File: config.mk
export PLATFORM = sky130hd
export DESIGN_NAME = uart_access_arbiter
export DESIGN_NICKNAME = d
export VERILOG_FILES = /design/src/rtl/uart_access_arbiter.sv
export SDC_FILE = /design/constraint.sdc
export NUM_CORES = 1
export LEC_CHECK = 0
export ABC_AREA = 1
export BUFFER_PORTS_ARGS = -buffer_cell sky130_fd_sc_hd__buf_2
export CAP_MARGIN = 20
export CORE_MARGIN = 10
export CORE_UTILIZATION = 35
export CTS_BUF_LIST = sky130_fd_sc_hd__clkbuf_4
export CTS_CLUSTER_DIAMETER = 30
export DETAILED_ROUTE_END_ITERATION = 12
export PLACE_DENSITY_LB_ADDON = 0.08
export SETUP_SLACK_MARGIN = 0.05
export SLEW_MARGIN = 25
export SYNTH_ARGS = -nofsm -noshare
export SYNTH_HDL_FRONTEND = slang
export SYNTH_SLANG_ARGS = --single-unit
File: constraint.sdc
create_clock -name clk -period 2.2 [get_ports clk]
set_input_delay 0.11 -clock clk [delete_from_list [all_inputs] [get_ports clk]]
set_output_delay 0.11 -clock clk [all_outputs]
set_load 0.05 [all_outputs]
File: src/rtl/uart_access_arbiter.sv
// uart_access_arbiter: round-robin sharing of one uartAccess byte engine among NUM_REQ requesters.
// Define UART_ARB_LOCK_EN to let a requester hold its grant across a multi-byte burst via reqLock.
module uart_access_arbiter #(
  parameter int NUM_REQ = 3,
  parameter int IDX_W   = 2
) (
  input  logic                 clk,
  input  logic                 rst,
  input  logic [NUM_REQ-1:0]   reqValid,
  input  logic [NUM_REQ-1:0]   reqRnW,
  input  logic [8*NUM_REQ-1:0] reqData,
  input  logic [NUM_REQ-1:0]   reqTimeOutEn,
  input  logic [NUM_REQ-1:0]   reqLock,
  output logic [NUM_REQ-1:0]   reqDone,
  output logic [7:0]           rdData,
  output logic                 rdTimeOut,
  output logic [IDX_W-1:0]     grantIdx,
  output logic                 accessReq,
  output logic                 readNotWrite,
  output logic [7:0]           dataIn,
  output logic                 timeOutEnable,
  input  logic                 busy,
  input  logic [7:0]           dataOut,
  input  logic                 timeOut
);

  typedef enum logic [1:0] {
    IDLE       = 2'd0,
    ISSUE      = 2'd1,
    WT_BUSY_LO = 2'd2,
    DONE       = 2'd3
  } state_t;

  state_t               state_q;
  logic [IDX_W-1:0]     rr_ptr_q;
  logic [IDX_W-1:0]     grant_idx_q;
  logic                 access_req_q;
  logic                 rnw_q;
  logic [7:0]           data_in_q;
  logic                 toen_q;
  logic [7:0]           rd_data_q;
  logic                 rd_to_q;
  logic [NUM_REQ-1:0]   req_done_q;

  logic                 win_vld_d;
  logic [IDX_W-1:0]     win_idx_d;
  logic [IDX_W:0]       cand_d;

  // Scan farthest-to-nearest so the nearest valid slot after rr_ptr_q is the one kept.
  always_comb begin
    win_vld_d = 1'b0;
    win_idx_d = '0;
    cand_d    = '0;
    for (int k = NUM_REQ; k >= 1; k--) begin
      cand_d = {1'b0, rr_ptr_q} + (IDX_W+1)'(k);
      if (cand_d >= (IDX_W+1)'(NUM_REQ)) begin
        cand_d = cand_d - (IDX_W+1)'(NUM_REQ);
      end
      if (reqValid[cand_d[IDX_W-1:0]]) begin
        win_vld_d = 1'b1;
        win_idx_d = cand_d[IDX_W-1:0];
      end
    end
  end

`ifdef UART_ARB_LOCK_EN
  logic [IDX_W-1:0] lock_ptr_d;
  // Pointing one slot behind the holder makes it the first candidate next IDLE.
  assign lock_ptr_d = (grant_idx_q == '0) ? IDX_W'(NUM_REQ - 1) : grant_idx_q - IDX_W'(1);
`else
  logic unused_lock;
  assign unused_lock = ^reqLock;
`endif

  always_ff @(posedge clk or posedge rst) begin
    if (rst) begin
      state_q      <= IDLE;
      rr_ptr_q     <= IDX_W'(NUM_REQ - 1);
      grant_idx_q  <= '0;
      access_req_q <= 1'b0;
      rnw_q        <= 1'b0;
      data_in_q    <= '0;
      toen_q       <= 1'b0;
      rd_data_q    <= '0;
      rd_to_q      <= 1'b0;
      req_done_q   <= '0;
    end else begin
      case (state_q)
        IDLE: begin
          // A busy engine (e.g. still initialising) blocks every grant.
          if (!busy && win_vld_d) begin
            grant_idx_q  <= win_idx_d;
            rnw_q        <= reqRnW[win_idx_d];
            data_in_q    <= reqData[{win_idx_d, 3'b000} +: 8];
            toen_q       <= reqTimeOutEn[win_idx_d];
            access_req_q <= 1'b1;
            state_q      <= ISSUE;
          end
        end
        ISSUE: begin
          if (busy) begin
            access_req_q <= 1'b0;
            state_q      <= WT_BUSY_LO;
          end
        end
        WT_BUSY_LO: begin
          if (!busy) begin
            rd_data_q  <= dataOut;
            rd_to_q    <= timeOut & rnw_q;
            req_done_q <= NUM_REQ'(1) << grant_idx_q;
            state_q    <= DONE;
          end
        end
        DONE: begin
          req_done_q <= '0;
          rr_ptr_q   <= grant_idx_q;
`ifdef UART_ARB_LOCK_EN
          if (reqLock[grant_idx_q]) begin
            rr_ptr_q <= lock_ptr_d;
          end
`endif
          state_q    <= IDLE;
        end
        default: state_q <= IDLE;
      endcase
    end
  end

  assign reqDone       = req_done_q;
  assign rdData        = rd_data_q;
  assign rdTimeOut     = rd_to_q;
  assign grantIdx      = grant_idx_q;
  assign accessReq     = access_req_q;
  assign readNotWrite  = rnw_q;
  assign dataIn        = data_in_q;
  assign timeOutEnable = toen_q;

endmodule
* Word-level counts from Yosys, hierarchy flattened
Index checks and enable logic that the tools add are counted.
Word-level totals: register bits after elaboration 29, bits in latches 0, bits in writable memories 0, ROM bits 0, input bits 48, output and inout bits 25, word-level logic and storage cells 71, memories kept 0
Operators by class: add/subtract/negate cells 6, multiply operators 0, div/mod/pow operators 0, magnitude comparators 7, equal/unequal tests 6, shifts and indexed selects 2, mux-type cells 28, bitwise gates (word level) 2, reductions and logical operators 10
Operator list (count):
- $shiftx 24x6->8 | 1
- $mux 2 | 9
- $lt 2x3->1 const B | 4
- $bmux 1 s2 | 5
- $mux 1 | 10
- $ge 3x2->1 const B | 3
- $pmux 2 s4 | 1
- $add 2x2->3 const B | 2
- $ne 2x2->1 const B | 3
- $pmux 3 s2 | 1
- $reduce_and 2->1 | 3
- $reduce_and 3->1 | 2
- $sub 2x2->2 const B | 3
- $eq 2x2->1 const B | 2
- $reduce_bool 2->1 | 2
- $add 2x1->3 const B | 1
- $mux 3 | 1
- $shl 1x2->3 const A | 1
- $eq 2x1->1 const B | 1
- $logic_not 2->1 | 1
- $pmux 1 s2 | 1
- $and 1x1->1 | 1
- $logic_and 1x1->1 | 1
- $logic_not 1->1 | 1
- $not 1->1 | 1

* Logic depth before layout (Yosys ltp)
Gate-level depths: netlist of run 1.
word-level depth 11, gate-level depth with buffers 15, mapped depth without buffers 14

* Worst setup path before layout of run 1
OpenSTA, ideal clock, no wires.
path kind reg2reg, start reg rr_ptr_q[1], end reg data_in_q[7] (netlist: dataIn[7]), library setup time 0.121 ns, arrival time 1.721 ns, path slack 0.358 ns, cell stages (with the launch flop) 15, path buffers 2, cell sequence dfstp_2 > inv_1 > ha_1 > buf_6 > inv_2 > nand2_2 > nand2_1 > nand2_2 > nand2_2 > nor2_2 > nand2_2 > nand3_4 > buf_6 > nor2_1 > a21oi_1
On the way: word-level cells in the longest chain between the ends 10, elaborated cells on any way between the ends 27, classes of those cells add/sub: 6; order compare: 3; shift: 1; mux: 15; reduce/logical: 2
RTL lines:
- start, declared | RTL line 35 | logic [IDX_W-1:0] rr_ptr_q;
- start signal, assigned | RTL line 78 | rr_ptr_q <= IDX_W'(NUM_REQ - 1);
- start signal, assigned | RTL line 116 | rr_ptr_q <= grant_idx_q;
- branches (longest 10 deep; another with $add 2x2->3)
- end signal, assigned | RTL line 94 | data_in_q <= reqData[{win_idx_d, 3'b000} +: 8];
- end, declared | RTL line 39 | logic [7:0] data_in_q;
Parallel ways; which one is timed is not known. The select of a mux whose other input is x is not followed. A chain may end at the register's enable or synchronous reset.

* Worst setup path after layout of run 1
start reg rr_ptr_q[1], end reg rnw_q (netlist: readNotWrite)
On the way: word-level cells in the longest chain between the ends 10, elaborated cells on any way between the ends 28, classes of those cells add/sub: 6; order compare: 3; mux: 17; reduce/logical: 2
RTL lines:
- $add 2x2->3 | RTL line 55 | cand_d = {1'b0, rr_ptr_q} + (IDX_W+1)'(k);
- $ge 3x2->1 / $sub 2x2->2 (equally long branches) | RTL line 56, 57
- $mux 2 | RTL line 56 | if (cand_d >= (IDX_W+1)'(NUM_REQ)) begin
- $bmux 1 s2 | RTL line 59 | if (reqValid[cand_d[IDX_W-1:0]]) begin
- $mux 1 (implied by the code) | RTL line 59
- $mux 2 / $mux 1 (equally long branches) (3 in series) | RTL line 59
- $bmux 1 s2 / $logic_and 1x1->1 (equally long branches) | RTL line 93, 91
- $mux 1 (implied by the code) / $reduce_and 2->1 (equally long branches)
- end signal, assigned | RTL line 93 | rnw_q <= reqRnW[win_idx_d];
- end, declared | RTL line 38 | logic rnw_q;
Several ways; a longest one is shown, not always the timed one. The select of a mux whose other input is x is not followed.

==> results.tsv, run 1 <==
metric	value	unit
ANT cells	0	
post-synthesis cell type count	22	
peak supply drop	0.000667	V
WP buf/inv	3	
P&R area growth vs syn	34.3	%
fin crit period	1970	ps
Post-synth EDFFs	0	
Buffers on Ports	69	
top cells by area, synth	dfrtp_1, nand2_1, inv_1, nand3_1, ha_1	
First DRT Iteration DRCs	59	
most frequent cells after synthesis	nand2_1, inv_1, nand3_1	
Via Count	1837	
vias per cell	4.34	
Post-DRT Antenna Nets	0	
grt ovf	0	
CP arrival	2180	ps
Clock Skew	5.16	ps
chip width	92.4	um
io pins	73	
GP Congestion	0.821	
WS Path Type	register to register	
Final Hold Slack	37.9	ps
Fin Setup TNS	0	ps
WP data required	2410	ps
largest stage delay on the critical path	540	ps
CTS tree	done	
Mapped Nets	322	
Total GRT Usage	11.7	%
clk root buf	clkbuf_4	
initial antenna violation count	0	
setup ws final	229	ps
DR WL/cell	11.7	um
Synth Flop Type	dfrtp_1	
Leak	1.52	nW
WL final	4950	um
Post-synth ARST share	100	%
CTS Buffer Depth	2	
first-pass GRT wire length	8270	um
cell family with most CP delay	simple AND/OR/NAND/NOR gates	
core region area	5110	um2
RSZ-0062 raised after global routing	no	
Critical Path Start Type	register	
TritonRoute pass-1 iters	4	
critical path endpoint category	register	
Clock H-tree levels	2	
FF+latch count, synth	29	
largest net degree at the start of global routing	30	
Die Y	92.4	um
Synth Area per Inst	6.91	um2
count leader, synth	nand2_1	
Fmax	507	MHz
Rel. slew slack	72.8	%
final setup fails	0	
post-synthesis cell count	266	
initial core utilization	36.0	%
Crit Path Max Fanout	12	
Clock transition at path regs	90	ps
hpwl dp	3790	um
Final Hold Violating Endpoints	0	
# rows	26	
mapped cell area	1840	um2
share of the synthesized area in the top cell type	38.1	%
clk_lat worst skew	320	ps
ratio of final minimum period to clock period	89.6	%
CP max-delay cell	dfstp_2	
sequential element share of the synthesized area	39.6	%
Critical Path, Cell by Cell	inv_1 > ha_4 > nand2_1 > inv_1 > nand2_1 > nand2_2 > nor2_2 > nand2_2 > nand3_4 > buf_12 > nor2_1 > a21oi_2	
vias in the first global route	1799	
clock buffer count from CTS	5	
fraction of layout cells with a size suffix above 1	28.3	%
full die area	8550	um2
hold crit path type	primary input to register	
Slew Limit Fails	0	
Synth area leader	dfrtp_1	
post-layout net count	409	
outcome	completed	
maxcap violations	0	
PwrDens	1630	nW/um2
DRC	0	
Ys Warns	0	
CTS sink cnt	29	
Slew @ Worst Pin	403	ps
pre-CTS WS	72.0	ps
-- cells by family (layout without fill, tap and decap cells) --
kind of cell	after synthesis	in the layout	share of synthesized area, %
buf+inv	65	151	15.1
compound gates	18	18	5.04
fa+ha+maj	8	8	5.45
simple gates	146	147	34.9
flops	29	29	39.6
-- cells in the final DEF, fill, tap and decap left out, types with 2 or more instances in the layout --
master / count
nand2_1: 82
buf_2: 69
inv_1: 54
nand3_1: 31
dfrtp_1: 28
nor2_1: 15
o21ai_0: 9
dlygate4sd3_1: 9
nand4_1: 7
a21oi_1: 7
ha_1: 7
buf_4: 7
clkbuf_4: 6
nand2_2: 5
inv_2: 2
nor2_2: 2
or2_2: 2
clkinv_1: 2
buf_12: 2
-- area by class of cell --
type / instances / area [um2]
Clock buffer: 6 / 45.0
Tap cell: 70 / 87.6
Timing Repair Buffer: 87 / 528
Sequential cell: 29 / 727
Multi-Input combinational cell: 173 / 862
Clock inverter: 1 / 3.75
Inverter: 57 / 214
Fill cell: 529 / 2640
-- worst paths after layout --
kind | startpoint | end | slack, ps | depth (start not counted)
setup / recovery | rr_ptr_q[1]$_DFFE_PP1P_ | readNotWrite$_DFFE_PP0P_ | 230 | 12
max in group asynchronous | rst | rr_ptr_q[1]$_DFFE_PP1P_ | 1480 | 4
min in group asynchronous | rst | rdData[3]$_DFFE_PP0P_ | 400 | 4
setup reg to reg | rr_ptr_q[1]$_DFFE_PP1P_ | readNotWrite$_DFFE_PP0P_ | 230 | 12
hold / removal | reqData[19] | dataIn[3]$_DFFE_PP0P_ | 40 | 3
hold reg to reg | accessReq$_DFFE_PP0P_ | accessReq$_DFFE_PP0P_ | 470 | 2
-- metrics by stage --
step	util (%)	total power, mW	instance area [um2]	cells
finish	48.3	4.02	2470	423
global route	48.3	4.43	2470	423
CTS	47.5	3.99	2420	420
detailed placement	44.7	3.67	2280	404
global placement	44.7	3.64	2280	404
floorplan	-	3.02	1840	266
-- flip-flops by register name, indices dropped and copies added (netlist names), 2 cells and up --
signal	cells
grantIdx	2
state_q	2
dataIn	8
rdData	8
rr_ptr_q	2
reqDone	3
-- layer usage --
metal / part of all wire (%) / GRT usage (%) / vias to the layer above
li1: - / - / 987
met1: 46 / 14.2 / 786
met5: 0 / 0 / -
met2: 44 / 18.4 / 58
met4: 1.3 / 4.24 / 0
met3: 8.7 / 4.52 / 6
-- worst min-delay path, cell delays in order --
cell and delay (ps):
buf_2 80, nand3_1 70, nand3_1 60
-- timing repair --
item                                   4_1_cts  5_1_grt
hold buffers                                 9        0
setup endpoints to repair                    0       15
endpoints found under the hold margin       36        0
buffers inserted                             0        2
gates resized for setup                      0        5
-- power breakdown --
group | internal, mW | switching [mW] | total, mW
clock network | 0.128 | 0.167 | 0.295
logic | 0.874 | 1.92 | 2.79
registers | 0.787 | 0.144 | 0.931
total | 1.79 | 2.23 | 4.02
No activity file was read; power rests on OpenSTA's default activity.
==> run 2: changes to the inputs <==
--- a/config.mk
+++ b/config.mk
@@ -20,2 +20,3 @@
 export SYNTH_HDL_FRONTEND = slang
 export SYNTH_SLANG_ARGS = --single-unit
+export TNS_END_PERCENT = 100
==> constraint.sdc (replaced) <==
create_clock -name clk -period 2.2 [get_ports clk]
set_input_delay 0.22 -clock clk [delete_from_list [all_inputs] [get_ports clk]]
set_output_delay 0.22 -clock clk [all_outputs]
set_load 0.05 [all_outputs]
==> results.tsv, run 2 (synthesis gave the netlist of run 1 again) <==
metric	value	unit	change
Via Count	1830		-0.38%
initial core utilization	36.0	%	unchanged
# rows	26		unchanged
Fin Setup TNS	0	ps	unchanged
CTS sink cnt	29		unchanged
vias per cell	4.35		about the same
Clock Skew	8.09	ps	+2.92 ps
peak supply drop	0.00102	V	+54%
fin crit period	1980	ps	+11.6 ps
total power	4.20	mW	+4.6%
CTS tree	done		
power share of the clock group	10.4	%	+3.1 points
WS Path Type	register to register		
area occupied by multi-input gates	861	um2	-0.15%
fraction of layout cells with a size suffix above 1	29.9	%	+1.6 points
WP data required	2410	ps	about the same
setup ws final	218	ps	-11.6 ps
P&R area growth vs syn	33.6	%	
R2R Path Start	rr_ptr_q[1]$_DFFE_PP1P_		
Total GRT Usage	11.7	%	+0.025 points
maxcap violations	0		unchanged
TritonRoute pass-1 iters	5		+1
pre-CTS WS	56.2	ps	-15.8 ps
chip width	92.4	um	unchanged
final instance area	2450	um2	-0.56%
combinational share of power	67.6	%	-1.9 points
CP arrival	2200	ps	+20 ps
RR Endpoint	dataIn[3]$_DFFE_PP0P_		
Rel. slew slack	71.4	%	-1.4 points
Critical Path Start Type	register		
final setup fails	0		unchanged
initial antenna violation count	0		unchanged
Final Hold Violating Endpoints	0		unchanged
Clock transition at path regs	100	ps	about the same
Final Hold Slack	86.2	ps	+48.3 ps
hold crit path type	primary input to register		
PwrDens	1710	nW/um2	+5.2%
DRC	0		unchanged
first-pass GRT wire length	8290	um	+0.33%
Crit Path Max Fanout	8		-4
Fmax	504	MHz	-0.59%
full die area	8550	um2	unchanged
Placed Area	2290	um2	+0.33%
Final Instance Count excl. Fillers	421		-0.47%
Sw Pwr	2.26	mW	+1.5%
core region area	5110	um2	unchanged
clk_lat worst skew	330	ps	about the same
WL final	4970	um	+0.53%
DR WL/cell	11.8	um	+1.0%
Post-DRT Antenna Nets	0		unchanged
commonest non-fill, non-tap cell in the layout	nand2_1		
vias in the first global route	1824		+1.4%
Final Util	48.0	%	-0.27 points
sw frac	53.8	%	-1.6 points
Pint	1.94	mW	+8.5%
Reg power frac	22.0	%	-1.2 points
ANT cells	0		unchanged
Slew Limit Fails	0		unchanged
io pins	73		unchanged
grt ovf	0		unchanged
clock buffer count from CTS	5		unchanged
crit path from	rr_ptr_q[1]$_DFFE_PP1P_		
clk root buf	clkbuf_4		
most frequent cells in the layout	nand2_1, buf_2, inv_1		
Leak	1.52	nW	+0.12%
Worst R2R Path Depth	14		+2
First DRT Iteration DRCs	51		-14%
reg-to-reg slack, setup	220	ps	about the same
CTS Buffer Depth	2		unchanged
hpwl dp	3790	um	about the same
Die Y	92.4	um	unchanged
layout filler cell count	541		+2.3%
outcome	completed		
ratio of final minimum period to clock period	90.1	%	+0.53 points
GP Congestion	0.816		-0.66%
end point of the critical path	dataIn[3]$_DFFE_PP0P_		
Buffers on Ports	69		unchanged
Slew @ Worst Pin	424	ps	+20.8 ps
post-layout net count	406		-0.73%
register area	727	um2	unchanged
RSZ-0062 raised after global routing	no		
critical path endpoint category	register		
Clock H-tree levels	2		unchanged
largest net degree at the start of global routing	30		unchanged
worst min-delay path startpoint	dataOut[7]		
placed insts	405		+0.25%
run 2: cell type report:
type                            instances  share of cell area [%]
Clock buffer                            6                    1.84
Clock inverter                          2                    1.38
Inverter                               57                    8.72
Multi-Input combinational cell        173                    35.1
Sequential cell                        29                    29.6
Tap cell                               70                    3.57
Timing Repair Buffer                   84                    19.8
run 2: routing by layer:
metal | track usage (%) | vias to the layer above | wire length (um)
met4 | 3.86 | 0 | 53
met5 | 0 | - | 0
met2 | 18.8 | 56 | 2180
met3 | 4.68 | 5 | 457
li1 | - | 973 | -
met1 | 14.0 | 796 | 2280
run 2: worst min path at each step:
stage,depth (start not counted),end,slack [ps]
after floorplan,1,accessReq$_DFFE_PP0P_,300
after global placement,3,rdData[3]$_DFFE_PP0P_,320
after detailed placement,3,rdData[6]$_DFFE_PP0P_,320
after CTS,3,rdData[7]$_DFFE_PP0P_,80
after global routing,3,rdData[6]$_DFFE_PP0P_,80
final,3,rdData[7]$_DFFE_PP0P_,90
run 2: critical path: stages, from the launching register on:
cell     delay [ps]
dfstp_2         540
inv_1            80
ha_4            320
inv_2            60
nand2_2          60
nand2_1          60
nand2_2          60
nand2_2          50
nor2_2           90
nand2_2         110
nand3_4         130
buf_4           120
inv_1            50
nand3_1          60
nand3_1          80
run 2: power groups by stage:
stage / Clock [mW] / Sequential (mW) / Combinational (mW)
finish: 0.437 / 0.925 / 2.84
global route: 0.485 / 0.964 / 3.16
CTS: 0.454 / 0.930 / 2.74
detailed placement: 0 / 0.942 / 2.73
global placement: 0 / 0.940 / 2.72
floorplan: 0 / 1.64 / 1.38
run 2: timing repair:
item                                   4_1_cts  5_1_grt
setup endpoints to repair                    0       14
buffers inserted                             0        6
gates resized for setup                      0        4
hold buffers                                 1        0
endpoints found under the hold margin       28        0
==> run 3: changes to the inputs <==
Settings changed: CORE_UTILIZATION 35 to 50, SETUP_SLACK_MARGIN 0.05 to unset.
==> results.tsv, run 3 (synthesis gave the netlist of run 1 again) <==
metric	value	unit	change
clock buffer count from CTS	5		unchanged
Sw Pwr	2.22	mW	-1.9%
pre-CTS WS	71.8	ps	+15.7 ps
Rel. slew slack	71.5	%	+0.095 points
CTS tree	done		
Placed Area	2260	um2	-1.5%
DRC	0		unchanged
fraction of layout cells with a size suffix above 1	28.8	%	-1.1 points
ANT cells	0		unchanged
vias in the first global route	1827		+0.16%
Slew @ Worst Pin	423	ps	-1.41 ps
peak supply drop	0.00114	V	+12%
initial antenna violation count	0		unchanged
Die Y	80.6	um	-13%
commonest non-fill, non-tap cell in the layout	nand2_1		
largest net degree at the start of global routing	30		unchanged
TritonRoute pass-1 iters	4		-1
core region area	3440	um2	-33%
hold crit path type	primary input to register		
Slew Limit Fails	0		unchanged
First DRT Iteration DRCs	50		-2.0%
total power	3.99	mW	-5.1%
Pint	1.77	mW	-8.9%
DR WL/cell	12.0	um	+1.4%
Clock transition at path regs	90	ps	about the same
Buffers on Ports	69		unchanged
CP arrival	2270	ps	+70 ps
Clock H-tree levels	2		unchanged
Final Hold Slack	84.9	ps	-1.31 ps
most frequent cells in the layout	nand2_1, buf_2, inv_1		
Crit Path Max Fanout	8		unchanged
hpwl dp	3710	um	-2.1%
Critical Path Start Type	register		
io pins	73		unchanged
Via Count	1830		unchanged
sw frac	55.7	%	+1.8 points
Reg power frac	23.5	%	+1.5 points
PwrDens	1690	nW/um2	-1.5%
initial core utilization	53.4	%	+17 points
maxcap violations	0		unchanged
Fmax	499	MHz	-1.1%
critical path endpoint category	register		
fin crit period	2010	ps	+23.0 ps
chip width	80.6	um	-13%
full die area	6500	um2	-24%
power share of the clock group	7.5	%	-2.9 points
grt ovf	0		unchanged
layout filler cell count	338		-38%
placed insts	382		-5.7%
final setup fails	0		unchanged
final instance area	2360	um2	-3.7%
combinational share of power	69.0	%	+1.4 points
GP Congestion	0.830		+1.8%
# rows	21		-19%
Final Util	68.6	%	+21 points
setup ws final	195	ps	-23.0 ps
outcome	completed		
P&R area growth vs syn	28.6	%	
CTS sink cnt	29		unchanged
Final Instance Count excl. Fillers	393		-6.7%
first-pass GRT wire length	7960	um	-4.1%
WP data required	2470	ps	+60 ps
Clock Skew	2.48	ps	-5.61 ps
Fin Setup TNS	0	ps	unchanged
CTS Buffer Depth	2		unchanged
Post-DRT Antenna Nets	0		unchanged
ratio of final minimum period to clock period	91.1	%	+1.0 points
post-layout net count	402		-0.99%
Total GRT Usage	15.1	%	+3.4 points
Final Hold Violating Endpoints	0		unchanged
WL final	4710	um	-5.4%
clk root buf	clkbuf_4		
vias per cell	4.66		+7.1%
Leak	1.50	nW	-1.9%
clk_lat worst skew	320	ps	about the same
WS Path Type	register to register		
==> run 3: worst paths after layout <==
| path | start | endpoint | slack (ps) | cells after the start |
|---|---|---|---|---|
| setup / recovery | rr_ptr_q[1]$_DFFE_PP1P_ | accessReq$_DFFE_PP0P_ | 190 | 12 |
| hold / removal | dataOut[0] | rdData[0]$_DFFE_PP0P_ | 80 | 3 |
| setup reg to reg | rr_ptr_q[1]$_DFFE_PP1P_ | accessReq$_DFFE_PP0P_ | 190 | 12 |
| hold reg to reg | rdData[4]$_DFFE_PP0P_ | rdData[4]$_DFFE_PP0P_ | 490 | 2 |
| max in group asynchronous | rst | rr_ptr_q[1]$_DFFE_PP1P_ | 1370 | 4 |
| min in group asynchronous | rst | rdData[5]$_DFFE_PP0P_ | 520 | 4 |
==> run 3: layer usage <==
metal	wire, um	GRT usage (%)	up-vias	share of wire [%]
li1	-	-	965	-
met1	2100	18.2	796	45
met2	2110	23.4	62	45
met3	410	5.12	7	8.7
met4	79	7.22	0	1.7
met5	0	0	-	0
==> run 3: worst max-delay path, stage by stage (launching register included) <==
cell and delay, ps:
dfstp_2 550, inv_1 90, ha_4 320, nand2_1 70, inv_1 70, nand2_1 70
nand2_2 90, nor2_2 40, nand2_2 90, nand3_4 140, buf_4 170, or2_0 180
nand2_1 70
==> run 3: repair_timing <==
item,4_1_cts,5_1_grt
endpoints found under the hold margin,28,0
resized for setup,0,4
setup endpoints to repair,0,13
setup buffers,0,2
hold buffers,1,0
==> run 3: power groups by stage <==
stage	clock network, mW	registers (mW)	logic (mW)
finish	0.298	0.938	2.75
global route	0.323	0.978	3.06
CTS	0.306	0.941	2.70
detailed placement	0	0.947	2.68
global placement	0	0.934	2.65
floorplan	0	1.64	1.38
==> run 3: cell type report <==
cell class	instances	area [um2]	share of cell area [%]
Clock buffer	5	37.5	1.59
Clock inverter	3	12.5	0.530
Inverter	57	214	9.06
Multi-Input combinational cell	172	851	36.0
Sequential cell	29	727	30.8
Tap cell	46	57.6	2.44
Timing Repair Buffer	81	463	19.6
